===== config.mk =====
export PLATFORM = sky130hd
export DESIGN_NAME = rfile_mp
export DESIGN_NICKNAME = d
export VERILOG_FILES = /design/src/rtl/rfile_pkg.sv /design/src/rtl/rfile_clear_fsm.sv /design/src/rtl/rfile_mp.sv
export SDC_FILE = /design/constraint.sdc
export NUM_CORES = 2
export LEC_CHECK = 0
export ABC_AREA = 1
export CORE_AREA = 2 2 332 334
export DETAILED_ROUTE_END_ITERATION = 8
export DIE_AREA = 0 0 334 336
export HOLD_SLACK_MARGIN = 0.06
export MAX_ROUTING_LAYER = met4
export PLACE_DENSITY = 0.78
export SLEW_MARGIN = 40
export SYNTH_ARGS = -nofsm -noshare
export SYNTH_HDL_FRONTEND = slang
export SYNTH_SLANG_ARGS = --single-unit

===== constraint.sdc =====
create_clock -name CLK -period 2.5 [get_ports CLK]
set_input_delay 0.25 -clock CLK [delete_from_list [all_inputs] [get_ports CLK]]
set_output_delay 0.25 -clock CLK [all_outputs]
set_load 0.05 [all_outputs]

===== src/rtl/rfile_pkg.sv =====
// rfile_pkg: shared types and defaults for the multi-port register file.
package rfile_pkg;

   localparam int ADDR_W_DEF = 5;
   localparam int DATA_W_DEF = 32;

   // Clear sequencer states: CLEAR zeroes the array, RUN is normal operation.
   typedef enum logic {
      CLEAR = 1'b0,
      RUN   = 1'b1
   } rfile_state_t;

   // Number of entries addressed by an address of the given width.
   function automatic int depth_of(input int addr_w);
      return 1 << addr_w;
   endfunction

endpackage


===== src/rtl/rfile_clear_fsm.sv =====
// rfile_clear_fsm: post-reset clear sequencer. Walks every entry once,
// writing zero, then raises ready and freezes its index.
module rfile_clear_fsm
   import rfile_pkg::*;
#(
   parameter int ADDR_W = ADDR_W_DEF
) (
   input  logic              CLK,
   input  logic              RSTN,
   output logic              ready,
   output logic              clr_we,
   output logic [ADDR_W-1:0] clr_addr
);

   localparam int DEPTH = depth_of(ADDR_W);
   // One spare bit so the index can reach DEPTH without wrapping to zero.
   localparam logic [ADDR_W:0] LAST_IDX = (ADDR_W+1)'(DEPTH - 1);

   rfile_state_t      state, state_nxt;
   logic [ADDR_W:0]   idx, idx_nxt;

   // State and index registers; reset restarts the whole clear sequence.
   always_ff @(posedge CLK or negedge RSTN) begin
      if (!RSTN) begin
         state <= CLEAR;
         idx   <= '0;
      end else begin
         // NOTE: registers use non-blocking assignments so every flop samples pre-edge values.
         state <= state_nxt;
         idx   <= idx_nxt;
      end
   end

   // Next-state and output decode.
   always_comb begin
      // NOTE: every output gets a default first, so no path leaves a latch behind.
      state_nxt = state;
      idx_nxt   = idx;
      clr_we    = 1'b0;
      ready     = 1'b0;
      case (state)
         CLEAR: begin
            clr_we  = 1'b1;
            idx_nxt = idx + 1'b1;
            if (idx == LAST_IDX) state_nxt = RUN;
         end
         RUN: begin
            ready = 1'b1;
         end
      endcase
   end

   assign clr_addr = idx[ADDR_W-1:0];

endmodule


===== src/rtl/rfile_mp.sv =====
// rfile_mp: parametrised register file with NUM_RD asynchronous read ports,
// NUM_WR synchronous write ports and register 0 hardwired to zero.
// Optional macro RFILE_BYPASS_EN forwards same-cycle write data to reads.
module rfile_mp
   import rfile_pkg::*;
#(
   parameter int ADDR_W = ADDR_W_DEF,
   parameter int DATA_W = DATA_W_DEF,
   parameter int NUM_RD = 2,
   parameter int NUM_WR = 2
) (
   input  logic                     CLK,
   input  logic                     RSTN,
   input  logic [NUM_WR-1:0]        WE,
   input  logic [NUM_WR*ADDR_W-1:0] A_WR,
   input  logic [NUM_WR*DATA_W-1:0] WD,
   input  logic [NUM_RD*ADDR_W-1:0] A_RD,
   output logic [NUM_RD*DATA_W-1:0] RD,
   output logic                     READY
);

   localparam int DEPTH = depth_of(ADDR_W);

   logic                ready;
   logic                clr_we;
   logic [ADDR_W-1:0]   clr_addr;
   logic [NUM_WR-1:0]   wr_raw;
   logic [NUM_WR-1:0]   wr_en;
   logic [DATA_W-1:0]   mem [DEPTH];

   rfile_clear_fsm #(.ADDR_W(ADDR_W)) u_clear (
      .CLK      (CLK),
      .RSTN     (RSTN),
      .ready    (ready),
      .clr_we   (clr_we),
      .clr_addr (clr_addr)
   );

   assign READY = ready;

   // Write-port qualification: running, enabled, and not aimed at register 0.
   always_comb begin
      wr_raw = '0;
      for (int p = 0; p < NUM_WR; p++) begin
         wr_raw[p] = ready && WE[p] && (A_WR[p*ADDR_W +: ADDR_W] != '0);
      end
   end

   // Priority mux: a port is masked when any higher port writes the same address.
   always_comb begin
      wr_en = wr_raw;
      for (int p = 0; p < NUM_WR; p++) begin
         for (int q = p + 1; q < NUM_WR; q++) begin
            if (wr_raw[q] && (A_WR[q*ADDR_W +: ADDR_W] == A_WR[p*ADDR_W +: ADDR_W]))
               wr_en[p] = 1'b0;
         end
      end
   end

   // Array update: the clear sequencer owns the array until READY is high.
   // NOTE: the storage array has no reset; it is zeroed by the clear sequencer instead.
   always_ff @(posedge CLK) begin
      if (clr_we) begin
         mem[clr_addr] <= '0;
      end else begin
         for (int p = 0; p < NUM_WR; p++) begin
            if (wr_en[p]) mem[A_WR[p*ADDR_W +: ADDR_W]] <= WD[p*DATA_W +: DATA_W];
         end
      end
   end

   // Read muxes: zero during clear and for register 0, optional write-through.
   always_comb begin
      RD = '0;
      for (int r = 0; r < NUM_RD; r++) begin
         if (ready && (A_RD[r*ADDR_W +: ADDR_W] != '0)) begin
            RD[r*DATA_W +: DATA_W] = mem[A_RD[r*ADDR_W +: ADDR_W]];
`ifdef RFILE_BYPASS_EN
            for (int p = 0; p < NUM_WR; p++) begin
               if (wr_raw[p] && (A_WR[p*ADDR_W +: ADDR_W] == A_RD[r*ADDR_W +: ADDR_W]))
                  RD[r*DATA_W +: DATA_W] = WD[p*DATA_W +: DATA_W];
            end
`else
`endif
         end
      end
   end

endmodule


==> impl_metrics.ini <==
[place]
place.gp.congestion = 0.9955
hpwlAfterDp_um = 166500
port_buffers = 152
placed_cell_areas_um2 = 69940

[detailed_routing]
drt-total-wl_um = 258500
via_per_inst = 6.736
drt_pass1_iterations = 7
route.detailed.drc = 0
drt_first_iter_violations = 10330
overall_via_count_from_detail_route = 61930
routed_wire_length_per_instance_um = 28.11
ant_nets = 0

[synthesis]
synth_async_sr_flop_share_pct = 0.6790
proportion_of_synthesized_chip_area_in_sequential_cells_pct = 50.17
synthCells = 7677
netlist.top_cell.by_area = sky130_fd_sc_hd__edfxtp_1
synth_flop_cell = sky130_fd_sc_hd__edfxtp_1
ys_top_cells_by_count = sky130_fd_sc_hd__nand2_1, sky130_fd_sc_hd__o21ai_0, sky130_fd_sc_hd__edfxtp_1
synth.top_cells.by_area = sky130_fd_sc_hd__edfxtp_1, sky130_fd_sc_hd__nand2_1, sky130_fd_sc_hd__o21ai_0, sky130_fd_sc_hd__o21ai_1, sky130_fd_sc_hd__clkbuf_1
ys_warns = 0
post_synth_instance_area_um2 = 61640
yosys_register_bits = 1031
synth_enable_flop_cells = 1024
syn-num-nets = 7766
synth.top_cell.area_share_pct = 49.89
syn_area_per_cell_um2 = 8.029
synth_most_common_cell = sky130_fd_sc_hd__nand2_1
synth_cell_type_count = 37

[setup_path]
r2r.worst_path.cells = 14
slowest_stage = sky130_fd_sc_hd__edfxtp_1
cp_data_required_time_ps = 2250
timing.critical_path.fanout_max = 2
crit_path_cell_trace = nand2_1 > a21boi_2 > o21ai_2 > a21oi_2 > a21oi_2 > nand2_1 > a21oi_2 > buf_4 > buf_12
rr_endpoint = mem[7][30]
crit_arrival_ps = 2360
slowest_delay_ps = 380
timing.critical_path.to_type = primary output
startpoint_type = register
crit_path_frequent_cell = sky130_fd_sc_hd__a21oi_2
reg2reg_slack_ps = 90
criticalPathCategory = reg2out
timing.rr.start = u_clear.state

[power]
ir_worst_vdd_mv = 0.5560
p_per_area_nw_per_um2 = 587.2
p_leak_uw = 0.02857
p_total_uw = 44280

[clocking]
htreeDepth = 3
cts-buffers-inserted = 111
clkLatencyLatePin_ps = 720
clk_path_buf_depth = 3
cts_root_buf = sky130_fd_sc_hd__clkbuf_16
clock_sinks = 1031
reg_clk_slew_reported_paths_ps = 60
cts_tree = done

[hold_path]
timing.hold.worst.class = in2async

[floorplan]
floorplan.core_area_um2 = 108400
die_w_um = 334
die-height_um = 336
placementRows = 121
initial_core_util_pct = 56.86
die-area_um2 = 112200
num_io_pins = 153

[sta]
finalCritPeriodShare_pct = 104.4
setup-violations-final = 25
timing.fmax_ghz = 0.3830
slew-limit-headroom_pct = 61.25
period_minus_slack_ps = 2611
drv_slew = 0
rsz_0062_raised_after_global_routing = true
worst-slew-pin-transition_ps = 581.3
clk_skew_ps = 31.59
final.setup.worst_slack_ps = -111.1
hold_violations = 0

[flow_run]
maxCapViolCount = 0

[layout]
fillers = 8202
fin_nets = 7777
drive_above_1_share_pct = 15.77
syn2layout_area_growth_pct = 22.35
design_area_um2 = 75410

[grt]
grt_start_max_net_pins = 102
track_usage_pct = 46.18
antenna_violations_before_repair = 0
grt_pass1_wl_um = 372600
grt_overflow = 0
first_global_vias = 58090

[outcome]
status = finished, violations left
failed_checks = negative setup slack
[placed cells by master (no fill, tap or decap), drive strengths merged]
cell type,n
xnor2,1
and2,1
edfxtp,1024
o21ai,1963
diode,1
nor3,3
dlygate4sd3,1
nor2,568
bufbuf,1
nand3,89
o41ai,2
nand2,2065
a21oi,320
clkinvlp,4
nand3b,3
buf,631
nor4,2
ha,1
xor2,3
o22ai,256
clkdlybuf4s50,80
or2,3
clkinv,51
nand4,3
dfrtp,7
mux2i,64
bufinv,15
a21boi,192
clkbuf,141
o2111ai,64
inv,221
[per-layer routing]
layer	GRT usage, %	vias to the layer above	routed length [um]
met5	-	-	0
met4	27.14	0	18430
met3	11.82	1244	41420
met2	68.11	5598	111500
met1	57.64	28260	87170
li1	-	26830	-
[state kept, by name, summed over array words and instances (netlist names)]
signal,cells
mem,1024
u_clear.idx,6
u_clear.state,1
[worst max path at each step]
stage | slack, ps | cells past startpoint | end | from
floorplan | 60 | 10 | RD[29] | A_RD[0]
global placement | -370 | 13 | mem[11][16] | A_WR[7]
detailed placement | -340 | 13 | mem[11][16] | A_WR[7]
CTS | -30 | 9 | RD[3] | mem[25][3]
global route | -160 | 9 | RD[20] | mem[25][20]
finish | -110 | 9 | RD[20] | mem[25][20]
[worst max-delay path: cells and delay by family (launching register included)]
family | cells | cell delay, ps
DFF | 1 | 380
and+or+nand+nor | 2 | 150
buffers and inverters | 2 | 330
AOI/OAI and AO/OA | 5 | 780
[cell type report]
cell class,instances,area [um2],share of cell area [%]
clock buffers,138,3035,4.025
clock inverters,66,704.4,0.9341
repair buffers,716,9703,12.87
inverters,225,873.3,1.158
well taps,1414,1769,2.346
flip-flops and latches,1031,30930,41.01
multi-input cells,5603,28400,37.66
diodes,1,2.502,0.003318
[cell families (layout without fill, tap and decap cells)]
logic type / count (synthesis) / count (layout) / synth area share, %
DFF: 1031 / 1031 / 50.17
buffers and inverters: 1043 / 1145 / 6.882
adders and majority gates: 1 / 1 / 0.02030
AOI/OAI and AO/OA: 2797 / 2797 / 24.44
muxes: 64 / 64 / 1.039
xor gates and xnor gates: 4 / 4 / 0.05685
other: 0 / 1 / 0
and+or+nand+nor: 2737 / 2737 / 17.39
[repair_timing]
action | 4_1_cts | 5_1_grt
endpoints found under the hold margin | 7 | 0
hold buffers | 1 | 0
pin swaps | 47 | 184
cloned | 0 | 4
gates resized for setup | 160 | 406
setup endpoints to repair | 57 | 68
setup buffers | 4 | 7
[where the power goes]
| group | leakage [uW] | internal [uW] | switching [uW] |
|---|---|---|---|
| Clock | 0.00183 | 10100 | 7210 |
| Sequential | 0.0108 | 19200 | 21.7 |
| Combinational | 0.0160 | 2690 | 5110 |
[through the flow]
| stage | cells | worst slack [ps] | hold slack (ps) | TNS [ps] | util (%) |
|---|---|---|---|---|---|
| 2_1_floorplan | 7677 | 63.02 | -45.59 | 0 | - |
| 3_3_place_gp | 8981 | -367.7 | 483.1 | -333460 | 64.52 |
| 3_5_place_dp | 8981 | -337.2 | 488.3 | -364650 | 64.52 |
| 4_1_cts | 9186 | -29.88 | 360.6 | -121.9 | 68.43 |
| 5_1_grt | 9193 | -162.4 | 423.3 | -2562 | 69.57 |
| 6_report | 9194 | -111.1 | 390.2 | -866.6 | 69.57 |
Power figures use the tool's default switching activity.
